$ cat src/rtl/div_pkg.sv
// div_pkg: shared operation encodings and FSM state type for param_divider.
package div_pkg;
  localparam logic [2:0] OP_DIV  = 3'b100;
  localparam logic [2:0] OP_DIVU = 3'b101;
  localparam logic [2:0] OP_REM  = 3'b110;
  localparam logic [2:0] OP_REMU = 3'b111;
  typedef enum logic [1:0] {IDLE, CALC, FIXUP} state_e;
endpackage

$ cat src/rtl/div_step.sv
// div_step: one combinational restoring shift-subtract step on WIDTH-bit magnitudes.
// Ports: rem_i/quo_i/dvs_i partial remainder, quotient shift register, divisor magnitude;
//        rem_o/quo_o next partial remainder and quotient.
module div_step #(
  parameter int WIDTH = 32
) (
  input  logic [WIDTH-1:0] rem_i,
  input  logic [WIDTH-1:0] quo_i,
  input  logic [WIDTH-1:0] dvs_i,
  output logic [WIDTH-1:0] rem_o,
  output logic [WIDTH-1:0] quo_o
);
  logic [WIDTH:0] part, diff;
  assign part  = {rem_i, quo_i[WIDTH-1]};
  // The extra MSB of the trial subtract is its sign: set means restore.
  assign diff  = part - {1'b0, dvs_i};
  assign rem_o = diff[WIDTH] ? part[WIDTH-1:0] : diff[WIDTH-1:0];
  assign quo_o = {quo_i[WIDTH-2:0], ~diff[WIDTH]};
endmodule

$ cat src/rtl/param_divider.sv
// param_divider: multi-cycle signed/unsigned divider (DIV, DIVU, REM, REMU), truncating.
// Ports: clk, rst (sync, active-high), start/kill control, div_op/dividend/divisor operands,
//        result (registered), busy (operation in flight), finished (one-cycle result-valid pulse).
// Option: define PARAM_DIVIDER_EARLY_OUT_EN to skip CALC for divide-by-zero, signed overflow
//         and |dividend| < |divisor|.
module param_divider
  import div_pkg::*;
#(
  parameter int WIDTH = 32
) (
  input  logic             clk,
  input  logic             rst,
  input  logic             start,
  input  logic             kill,
  input  logic [2:0]       div_op,
  input  logic [WIDTH-1:0] dividend,
  input  logic [WIDTH-1:0] divisor,
  output logic [WIDTH-1:0] result,
  output logic             busy,
  output logic             finished
);
  localparam int CW = $clog2(WIDTH);
  state_e state_q, state_d;
  logic [CW-1:0] cnt_q;
  logic [WIDTH-1:0] rem_q, quo_q, dvs_q, rem_n, quo_n, result_q, res_d;
  logic [WIDTH-1:0] a_mag, b_mag, rem_init, quo_init;
  logic valid_q, isrem_q, qneg_q, rneg_q, dz_q, finished_q;
  logic sgn, a_neg, b_neg, accept, early, last;
  assign sgn      = (div_op == OP_DIV) || (div_op == OP_REM);
  assign a_neg    = sgn & dividend[WIDTH-1];
  assign b_neg    = sgn & divisor[WIDTH-1];
  assign a_mag    = a_neg ? -dividend : dividend;
  assign b_mag    = b_neg ? -divisor : divisor;
  assign busy     = state_q != IDLE;
  assign accept   = start & ~busy & ~kill;
  assign last     = cnt_q == CW'(WIDTH - 1);
  assign result   = result_q;
  assign finished = finished_q;
`ifdef PARAM_DIVIDER_EARLY_OUT_EN
  localparam logic [WIDTH-1:0] MIN = {1'b1, {(WIDTH-1){1'b0}}};
  logic ovf;
  assign ovf      = sgn && dividend == MIN && divisor == '1;
  assign early    = div_op[2] && (divisor == '0 || ovf || a_mag < b_mag);
  // Preload the registers with the answer CALC would have produced.
  assign rem_init = (early && !ovf) ? a_mag : '0;
  assign quo_init = ovf ? MIN : early ? '0 : a_mag;
`else
  assign early    = 1'b0;
  assign rem_init = '0;
  assign quo_init = a_mag;
`endif
  div_step #(.WIDTH(WIDTH)) u_step (
    .rem_i(rem_q),
    .quo_i(quo_q),
    .dvs_i(dvs_q),
    .rem_o(rem_n),
    .quo_o(quo_n)
  );
  always_comb begin
    state_d = state_q;
    if (kill) state_d = IDLE;
    else if (accept) state_d = early ? FIXUP : CALC;
    else if (state_q == CALC) state_d = last ? FIXUP : CALC;
    else if (state_q == FIXUP) state_d = IDLE;
  end
  // Divide-by-zero quotient is forced; the remainder path already yields the dividend.
  assign res_d = !valid_q ? '0 :
                 isrem_q  ? (rneg_q ? -rem_q : rem_q) :
                 dz_q     ? '1 : (qneg_q ? -quo_q : quo_q);
  always_ff @(posedge clk) begin
    if (rst) begin
      state_q    <= IDLE;
      cnt_q      <= '0;
      result_q   <= '0;
      finished_q <= 1'b0;
    end else begin
      state_q    <= state_d;
      finished_q <= !kill && state_q == FIXUP;
      if (accept) begin
        valid_q <= div_op[2];
        isrem_q <= div_op[1];
        qneg_q  <= a_neg ^ b_neg;
        rneg_q  <= a_neg;
        dz_q    <= divisor == '0;
        dvs_q   <= b_mag;
        rem_q   <= rem_init;
        quo_q   <= quo_init;
        cnt_q   <= '0;
      end else if (state_q == CALC) begin
        rem_q <= rem_n;
        quo_q <= quo_n;
        cnt_q <= last ? '0 : cnt_q + CW'(1);
      end
      if (!kill && state_q == FIXUP) result_q <= res_d;
    end
  end
endmodule

$ cat config.mk
export PLATFORM = sky130hd
export DESIGN_NAME = param_divider
export DESIGN_NICKNAME = d
export VERILOG_FILES = /design/src/rtl/div_pkg.sv /design/src/rtl/div_step.sv /design/src/rtl/param_divider.sv
export SDC_FILE = /design/constraint.sdc
export NUM_CORES = 1
export LEC_CHECK = 0
export CAP_MARGIN = 10
export CORE_MARGIN = 3
export CORE_UTILIZATION = 58
export CTS_BUF_LIST = sky130_fd_sc_hd__clkbuf_16
export CTS_CLUSTER_DIAMETER = 40
export DETAILED_ROUTE_END_ITERATION = 16
export PLACE_DENSITY_LB_ADDON = 0.15
export SYNTH_ARGS = -nofsm -noshare
export SYNTH_HDL_FRONTEND = slang
export SYNTH_SLANG_ARGS = --single-unit
$ cat constraint.sdc
create_clock -name clk -period 5.5 [get_ports clk]
set_input_delay 0.825 -clock clk [delete_from_list [all_inputs] [get_ports clk]]
set_output_delay 0.825 -clock clk [all_outputs]
set_load 0.02 [all_outputs]
* Yosys cells after proc, flatten, opt, wreduce, memory -nomap -nowiden
Cells that the tools add are included.
** Word-level totals
- Bits in registers :: 141
** Cells by class
- Reduce and logical (&&, ||, !) cells :: 13
- Multiplexer cells :: 16
- Bitwise operators :: 9
- $add $sub $neg :: 6
- Equal/unequal tests :: 5
** Operators by type and width (count)
- $mux W32 :: 11
- $neg A32 Y32 :: 4
- $sub A33 B32 Y33 :: 1
- $logic_not A32 Y1 :: 1
- $eq A3 B3 Y1 const B :: 2
- $mux W2 :: 3
- $reduce_bool A2 Y1 :: 3
- $add A5 B1 Y5 const B :: 1
- $eq A5 B5 Y1 const B :: 1
- $mux W5 :: 1
- $and A1 B1 Y1 :: 4
- $not A1 Y1 :: 4
- $reduce_and A2 Y1 :: 2
- $reduce_or A2 Y1 :: 2
- $reduce_bool A3 Y1 :: 1
- $reduce_or A3 Y1 :: 1
- $eq A2 B1 Y1 const B :: 1
- $eq A2 B2 Y1 const B :: 1
- $logic_and A1 B1 Y1 :: 1
- $logic_not A1 Y1 :: 1
- $logic_or A1 B1 Y1 :: 1
- $mux W1 :: 1
- $xor A1 B1 Y1 :: 1

* Depth between registers and ports, before layout
- Depth after elaboration :: 6
- Gate-level depth with buffers :: 13
- Depth with buffers taken out :: 12

* Cells and area by module
A second synthesis with hierarchy kept.
** Second synthesis, totals
- Cell total of the unflattened synthesis :: 1124
- Area, all modules :: 10441.3 um^2
** Modules (own cells, without submodules)
- param_divider :: times used 1, seq. area each 3833.7 um^2, area an instance 7952.6 um^2, cells an instance 782
- div_step :: times used 1, seq. area each 0.0 um^2, area an instance 2488.6 um^2, cells an instance 342

* Worst setup path after synthesis
Ideal clock, no wire load.
- Path type :: input -> register
- Start :: input port start
- End :: register quo_q[0], enable pin
- Data required time :: 5.014 ns
- Arrival :: 3.923 ns
- Stages on the path :: 4
- Path slack :: 1.091 ns
- Cell sequence :: nand2_1 nor2_1 nor2_1 nor2_1
** Between the ends
- Cells in the longest elaborated chain, start to end :: 4
** Ends and longest elaborated chain
- start, declared :: line param_divider.sv:13 : input logic start,
- $and A1 B1 Y1 (2 in series) :: line param_divider.sv:35 : assign accept = start & ~busy & ~kill;
- $reduce_bool A2 Y1 (no source line)
- $reduce_and A2 Y1 (no source line)
- end signal, assigned :: line param_divider.sv:87 : quo_q <= quo_init;
- end signal, assigned :: line param_divider.sv:91 : quo_q <= quo_n;
- end, declared :: line param_divider.sv:25 : logic [WIDTH-1:0] rem_q, quo_q, dvs_q, rem_n, quo_n, result_q, res_d;
Every way passes these cells.
A chain may end at the register's enable or synchronous reset.

* Worst setup path after layout
- Start :: register quo_q[31]
- End :: register rem_q[15], data pin
** Between the ends
- Cells in the longest elaborated chain, start to end :: 3
** Ends and longest elaborated chain
- $sub A33 B32 Y33 :: line div_step.sv:16 : assign diff = part - {1'b0, dvs_i};
- $mux W32 :: line div_step.sv:17 : assign rem_o = diff[WIDTH] ? part[WIDTH-1:0] : diff[WIDTH-1:0];
- $mux W32 :: line param_divider.sv:89 : end else if (state_q == CALC) begin
- end signal, assigned :: line param_divider.sv:86 : rem_q <= rem_init;
- end signal, assigned :: line param_divider.sv:90 : rem_q <= rem_n;
- end, declared :: line param_divider.sv:25
Every way passes these cells. The select of a mux whose other input is x is not followed.

==> results.md <==
* Core Util, Final at 70.4%
* Die area at 19000 um2
* Synth-to-Final Area Change at 17.3%
* Fin. Hold Viols at 0
* Post-DP HPWL at 18.5 mm
* Setup TNS at 0 ns
* Congestion Overflow GR at 0
* Max Clk Rate at 0.237 GHz
* Layout Nets at 1327
* Resize count post-CTS at 0
* Max-slew headroom at 30.0%
* Global-route usage over all layers at 27.1%
* Syn nets at 1247
* Final setup violating endpoints at 0
* Final WL at 25.3 mm
* Flops & latches, synth at 141
* First-pass GRT wire length at 40.6 mm
* Core area at 16800 um2
* Setup CP Type: reg -> reg
* Average wire per standard cell at 17.5 um
* Max VDD drop at 249 uV
* Crit path DAT at 4.40 ns
* # clock sinks at 141
* GPL Wtd Cong at 0.874
* Max Buffers Root-to-Sink at 2
* Period utilization at 76.7%
* Port buffer count at 104
* Leak Pwr at 0.00462 uW
* Ys async rst share at 0%
* Worst setup EP type: flop
* EDFF count, synth at 101
* Worst Hold Depth at 1
* Worst-path clk slew at 0.06 ns
* Vias per cell at 6.07
* Hold Path Class: reg -> reg
* Cells on worst reg2reg path at 13
* RSZ-0062 raised after global routing: false
* CTS tree: built
* Via count at 8784
* Row Count at 47
* Most common cell after layout, fill and taps aside: nand2_1
* Syn Inst Count at 1134
* I/O pins at 105
* Syn_area_per_cell at 8.90 um2
* Final WS setup at 1.28 ns
* Outcome: finished clean
* Worst skew pair latency at 0.43 ns
* Die height at 138 um
* Crit path time final at 4.22 ns
* Synth Cell Area at 10100 um2
* DRC marker count from the first detailed-route iteration at 664
* WP data required at 5.68 ns
* Drt first pass iters at 6
* Dpl ws at 1.26 ns
* Pwr per Cell Area at 244 nW/um2
* Synth cell types at 63
* Hold_buf cts at 0
* Crit Path Max Fanout at 33
* CTS buffer count at 17
* Starting Density at 60.0%
* Root Driver: clkbuf_16
* ANT cells at 0
* Yosys warnings at 0
* Slew @ Worst Pin at 1.05 ns
* Initial antenna violation count at 0
* Vias in the first global route at 8228
* Sequential area share after synthesis at 38.0%
* Fin. max-slew vios at 0
* Antenna Nets Post-Route at 0
* Largest net degree at the start of global routing at 65
* Setup bufs post-CTS at 0
* Clock skew at 0.0113 ns
* Commonest non-fill, non-tap cells in the layout: 149 x nand2_1, 104 x clkdlybuf4s50_1, 101 x edfxtp_1, 86 x xor2_1, 84 x o21ai_0
* Layout cell share with drive strength beyond 1 at 4.81%
* Max H-tree Level at 4
* Most used DFF post-synth: edfxtp_1
* DRC at 0
* Die width at 138 um
* Max_cap viols at 0
* Setup crit start kind: flop
state kept, by name (all words and copies together) (netlist names):
signal,cells
dvs_q,32
quo_q,32
rem_q,32
result,32
cnt_q,5
state_q,2
dz_q,1
finished,1
isrem_q,1
qneg_q,1
rneg_q,1
valid_q,1
kinds of logic after synthesis:
kind of cell,synth area share (%)
AO/OA/AOI/OAI,19.2
XOR/XNOR,12.1
adder cells (fa/ha/maj),5.28
buffers and inverters,4.30
flip-flops,38.0
multiplexers,3.69
AND/OR/NAND/NOR,17.5
critical path: stages, from the launching register on:
cell and delay, ns:
edfxtp_1 0.34, inv_1 0.07, ha_1 0.24, fa_1 0.39, nand2b_1 0.19, a21o_1 0.19, a31o_2 0.24, o31a_1 0.33
a211oi_1 0.44, o2111a_1 0.34, nor3_1 0.09, nor3_2 0.18, buf_4 0.49, mux2_2 0.40
final cells by class:
cell class              count  area [um2]
clock buffers              17         425
repair buffers            112        1100
inverters                  55         206
flip-flops and latches    141        3830
fillers                  1358        4980
well taps                 220         275
clock inverters            15         146
multi-input cells         887        5850
report_power, final:
group	leakage, uW	switching [uW]	internal, uW
Clock	0.000270	473	664
Combinational	0.00309	280	229
Sequential	0.00126	46.7	1200
Total	0.00462	800	2090
layer usage:
layer	up-vias	track usage (%)	wire, um
met5	-	0	0
li1	4296	-	-
met1	4147	36.0	11000
met3	46	5.04	1460
met2	295	44.5	12200
met4	0	9.55	629
stage by stage:
stage          hold WS (ns)  cell area [um2]  power, uW  instances
6_report              0.460            11800       2890       1447
3_5_place_dp          0.445            11300       1770       1415
4_1_cts               0.461            11800       2900       1447
3_3_place_gp          0.435            11300       1760       1415
5_1_grt               0.471            11800       3010       1447
2_1_floorplan         0.467            10100       1610       1134
cells in the mapped netlist, drive strengths merged, types with 7 or more instances:
master  instances  area (um2)
nor2b           8        50.1
nor3           25         125
nand3          22         110
and3            8        50.1
xnor2          53         464
xor2           86         753
nand2b         14        87.6
or3            13        91.3
nand2         149         559
or4            16         134
and2            8        50.1
o31ai          25         201
inv            55         206
clkbuf         44         176
a221oi         20         175
a21o           20         150
edfxtp        101        3030
buf             7        51.3
mux2i          35         350
dfxtp          40         801
a22oi           9        67.6
o41ai          14         130
or2             7        43.8
o21ai          84         420
a21oi          75         375
ha             41         513
nor4            8        50.1
o21a            7        52.6
nor2           75         282
worst paths after layout:
kind | from | endpoint | slack, ns
worst max-delay path | quo_q[31] | rem_q[15] | 1.28
worst min-delay path | result[15] | result[15] | 0.46
worst max register to register | quo_q[31] | rem_q[15] | 1.28
worst min register to register | result[15] | result[15] | 0.46
No activity file was read; power rests on OpenSTA's default activity.
==> patch 1 (config.mk and constraints unchanged) <==
Add a define of `PARAM_DIVIDER_EARLY_OUT_EN`.
--- a/src/rtl/param_divider.sv
+++ b/src/rtl/param_divider.sv
@@ -4,4 +4,6 @@
 // Option: define PARAM_DIVIDER_EARLY_OUT_EN to skip CALC for divide-by-zero, signed overflow
 //         and |dividend| < |divisor|.
+`define PARAM_DIVIDER_EARLY_OUT_EN
+
 module param_divider
   import div_pkg::*;
Behaviour: not the same (a bounded check fails within 4 cycles, from zero or initial values and one cycle with rst high).
==> patch 1 against the unedited design <==
Worst setup slack got worse by 0.54 ns; cell area up 9.3%; synthesized area rose by 8.5%; critical path type is now primary input to flop; first-iteration DRC count rose by 3.8%; final cell count is 11% higher; wire length is 14% higher; sequential cell count is the same; register-to-register slack improved by 0.39 ns; total power rose by 8.7%; global-route usage up 1.5 points.
==> patch 1: results (changes against the unedited design) <==
The final cell count without fillers came to 1613 (+11%). The endpoint of the worst hold-timing path is result[25]. The global-route wire length before repair came to 46.93 mm (+15%). The routed wire length per instance came out at 17.91 µm (+2.5%).

The setup slack of the most critical reg-to-reg path came out at 1.67 ns (+0.39 ns). The peak supply drop came to 0.0001970 V (-21%). The critical-path maximum fanout came out at 31 (-6.1%). The flow ran to the end, and the final reports show no timing, DRC or antenna violations.

The startpoint identified for the worst hold timing path is result[25]. The endpoint identified for the worst register-to-register timing path is rem_q[19]. The post-layout worst setup margin was 0.7383 ns (-0.5415 ns). The slowest stage of the critical path belongs to the cell sky130_fd_sc_hd__clkdlybuf4s50_1. The worst slack at placement is 0.3867 ns (-0.8753 ns). Tracing the worst setup path back leads to its startpoint at dividend[2]. The final HPWL from detailed placement came out at 22.81 mm (+24%).

The actual slew at the worst max-slew pin is 1.106 ns (+0.05577 ns). The area of all placed cells without fillers is 0.01294 mm² (+9.3%). The depth of the worst register-to-register path came out at 15 (+2). The number of global-route vias before repair came out at 9356 (+14%).

The count of unique library cells instantiated by Yosys was 67 (+6.3%). The count of nets after finishing came out at 1513 (+14%). On the critical path the largest part of the delay comes from simple AND/OR/NAND/NOR gates. The commonest cells after synthesis are sky130_fd_sc_hd__nand2_1 (131), sky130_fd_sc_hd__inv_1 (109), sky130_fd_sc_hd__edfxtp_1 (101). The fraction of synthesis flops using an asynchronous set or reset pin came out at 0% (unchanged). The via count came out at 9878 (+12%).

The mux cell area share after synthesis came out at 1.565% (-2.1 points). The compound-gate portion of the synthesized area came out at 20.66% (+1.4 points). The count of TritonRoute iterations in the first routing pass was 5 (-1). The placer's final routability congestion estimate came out at 0.9625 (+10%). The arithmetic-cell share of the synthesized area counting full adders, half adders and majority gates came out at 8.181% (+2.9 points).

Sorting the synthesized cells by area gives the leading types as sky130_fd_sc_hd__edfxtp_1 (28%), sky130_fd_sc_hd__ha_1 (8.0%), sky130_fd_sc_hd__dfxtp_1 (7.3%). The static leakage came out at 5.247 nW (+14%). The synthesized net count came out at 1412 (+13%). The first-iteration detailed-routing DRC count is 689 (+3.8%). The worst slack on hold paths is 0.4498 ns (-0.01051 ns).

The synthesized-area fraction occupied by xor and xnor cells is 11.92% (-0.14 points). The number of fill cells in the layout came out at 1416 (+4.3%). The proportion of layout cells with a drive suffix above 1 was 5.202% (+0.39 points).

The worst setup skew after layout was 0.007915 ns (-0.003418 ns). The total cell area at the placement stage was 0.01236 mm² (+9.7%).
[patch 1: cell types whose count changed after synthesis, sizes merged, moves of 10 or more]
cell	unedited run	this run
o22ai	0	16
inv	55	109
nand4	6	16
mux2i	35	16
o221ai	1	18
nor2	75	89
ha	41	70
nand2	149	131
[patch 1: power breakdown]
| group | internal (mW) | switching [mW] |
|---|---|---|
| sequential | 1.21 | 0.0616 |
| clock | 0.702 | 0.441 |
| combinational | 0.314 | 0.414 |
[patch 1: metal layers]
layer | global-route usage [%] | up-vias | share of wire, %
met5 | 0 | - | 0
met1 | 40.34 | 4577 | 45
met4 | 9.861 | 0 | 2.6
met2 | 44.35 | 411 | 44
li1 | - | 4843 | -
met3 | 5.557 | 47 | 8.4
[patch 1: layout make-up]
class                   count  share of cell area [%]
clock buffers              17                   3.288
flip-flops and latches    141                   29.63
multi-input cells         968                   50.52
repair buffers            134                   9.979
inverters                 109                   3.162
well taps                 229                   2.214
clock inverters            15                   1.209
==> patch 2 (config.mk and constraints unchanged) <==
Made on the original files. Register the inputs `start` and `kill` before use, without a reset. The logic sees them one clock later. The other inputs are not delayed to match.
--- a/src/rtl/param_divider.sv
+++ b/src/rtl/param_divider.sv
@@ -21,4 +21,13 @@
 );
   localparam int CW = $clog2(WIDTH);
+
+  logic start_q;
+  logic kill_q;
+
+  always_ff @(posedge clk) begin
+    start_q <= start;
+    kill_q  <= kill;
+  end
+
   state_e state_q, state_d;
   logic [CW-1:0] cnt_q;
@@ -33,5 +42,5 @@
   assign b_mag    = b_neg ? -divisor : divisor;
   assign busy     = state_q != IDLE;
-  assign accept   = start & ~busy & ~kill;
+  assign accept   = start_q & ~busy & ~kill_q;
   assign last     = cnt_q == CW'(WIDTH - 1);
   assign result   = result_q;
@@ -59,5 +68,5 @@
   always_comb begin
     state_d = state_q;
-    if (kill) state_d = IDLE;
+    if (kill_q) state_d = IDLE;
     else if (accept) state_d = early ? FIXUP : CALC;
     else if (state_q == CALC) state_d = last ? FIXUP : CALC;
@@ -76,5 +85,5 @@
     end else begin
       state_q    <= state_d;
-      finished_q <= !kill && state_q == FIXUP;
+      finished_q <= !kill_q && state_q == FIXUP;
       if (accept) begin
         valid_q <= div_op[2];
@@ -92,5 +101,5 @@
         cnt_q <= last ? '0 : cnt_q + CW'(1);
       end
-      if (!kill && state_q == FIXUP) result_q <= res_d;
+      if (!kill_q && state_q == FIXUP) result_q <= res_d;
     end
   end
Check against the original RTL: not equivalent (Yosys sat finds a counterexample within 4 cycles, from zero or initial values and one cycle with rst high).
==> patch 2 against the unedited design <==
Wire length is 1.0% lower; synthesized cell count increased by 0.71%; synthesized area is 0.52% higher; sequential cell count grew 2; worst setup slack improved by 0.31 ns; cell area grew 0.70%; via count is 0.17% lower; worst hold slack hardly changed; total power rose by 1.5%.
==> patch 2: results (changes against the unedited design) <==
The routed metal-1 wire length came out at 10.79 mm (-1.9%). The met3 layer usage reported by global route is 5.041% (about the same). The area occupied by multi-input gates is 0.005883 mm² (+0.58%).

The total combinational power was 0.539 mW (+5.9%). The flow ran to the end, and the final reports show no timing, DRC or antenna violations. The proportion of layout cells with a drive suffix above 1 is 5.429% (+0.62 points). The layout clock buffer count came to 20 (+3). The number of combinational gates with multiple inputs came out at 892 (+0.56%).

The final worst-path cycle share was 71.08% (-5.6 points). The actual slew at the worst max-slew pin is 1.058 ns (+0.007820 ns). The count of unique library cells instantiated by Yosys came out at 68 (+7.9%). The ratio of total power to cell area is 246.2 mW/mm² (+0.81%).

The compound-gate portion of the synthesized area came to 18.78% (-0.46 points). The portion of the layout cell area used by clock cells is 4.839% (+0.0085 points). The number of sinks handled by clock tree synthesis came to 143 (+1.4%).

The internal power summed over all cells came out at 2.115 mW (+1.1%). The cell count after placement came out at 1422 (+0.49%). The routed wire length per instance came out at 17.20 µm (-1.5%). The average footprint of a synthesized cell is 8.885 µm² (-0.18%). The commonest cells after synthesis are sky130_fd_sc_hd__nor2_1 (120), sky130_fd_sc_hd__nand2_1 (103), sky130_fd_sc_hd__edfxtp_1 (101).

The overall fraction of global-route tracks in use was 25.58% (-1.5 points). The arithmetic-cell share of the synthesized area counting full adders, half adders and majority gates is 5.253% (-0.027 points). The peak supply drop is 0.0002315 V (-6.9%). The final HPWL from detailed placement came to 18.36 mm (-0.50%).

The fraction of the yosys area taken by sequential cells came out at 38.18% (+0.20 points). The number of vias per cell came to 6.031 (-0.65%). The number of signal-net inverters in the final layout is 54 (-1.8%). The fraction of met1 tracks used by global routing is 33.34% (-2.7 points). The worst slack at placement came out at 1.518 ns (+0.2556 ns).
[patch 2: cell count changes after synthesis, sizes merged, moves of 5 or more]
cell / before / now
a21o: 20 / 11
nand2: 149 / 103
or3: 13 / 22
a21oi: 75 / 82
buf: 7 / 12
nand3: 22 / 17
o2111ai: 0 / 6
mux2i: 35 / 29
nor2: 75 / 120
[patch 2: final timing paths]
| check | start | end | slack (ns) | cells past startpoint |
|---|---|---|---|---|
| min reg2reg | result[28] | result[28] | 0.46 | 2 |
| max | quo_q[31] | rem_q[1] | 1.59 | 13 |
| max reg2reg | quo_q[31] | rem_q[1] | 1.59 | 13 |
| min | result[28] | result[28] | 0.46 | 2 |
[patch 2: worst max-delay path, delay by kind of cell (launching register included)]
kind | cells | cell delay, ns
AOI/OAI and AO/OA | 6 | 1.51
adders and majority gates | 2 | 0.62
muxes | 1 | 0.40
and+or+nand+nor | 2 | 0.28
buffers and inverters | 2 | 0.56
DFF | 1 | 0.37
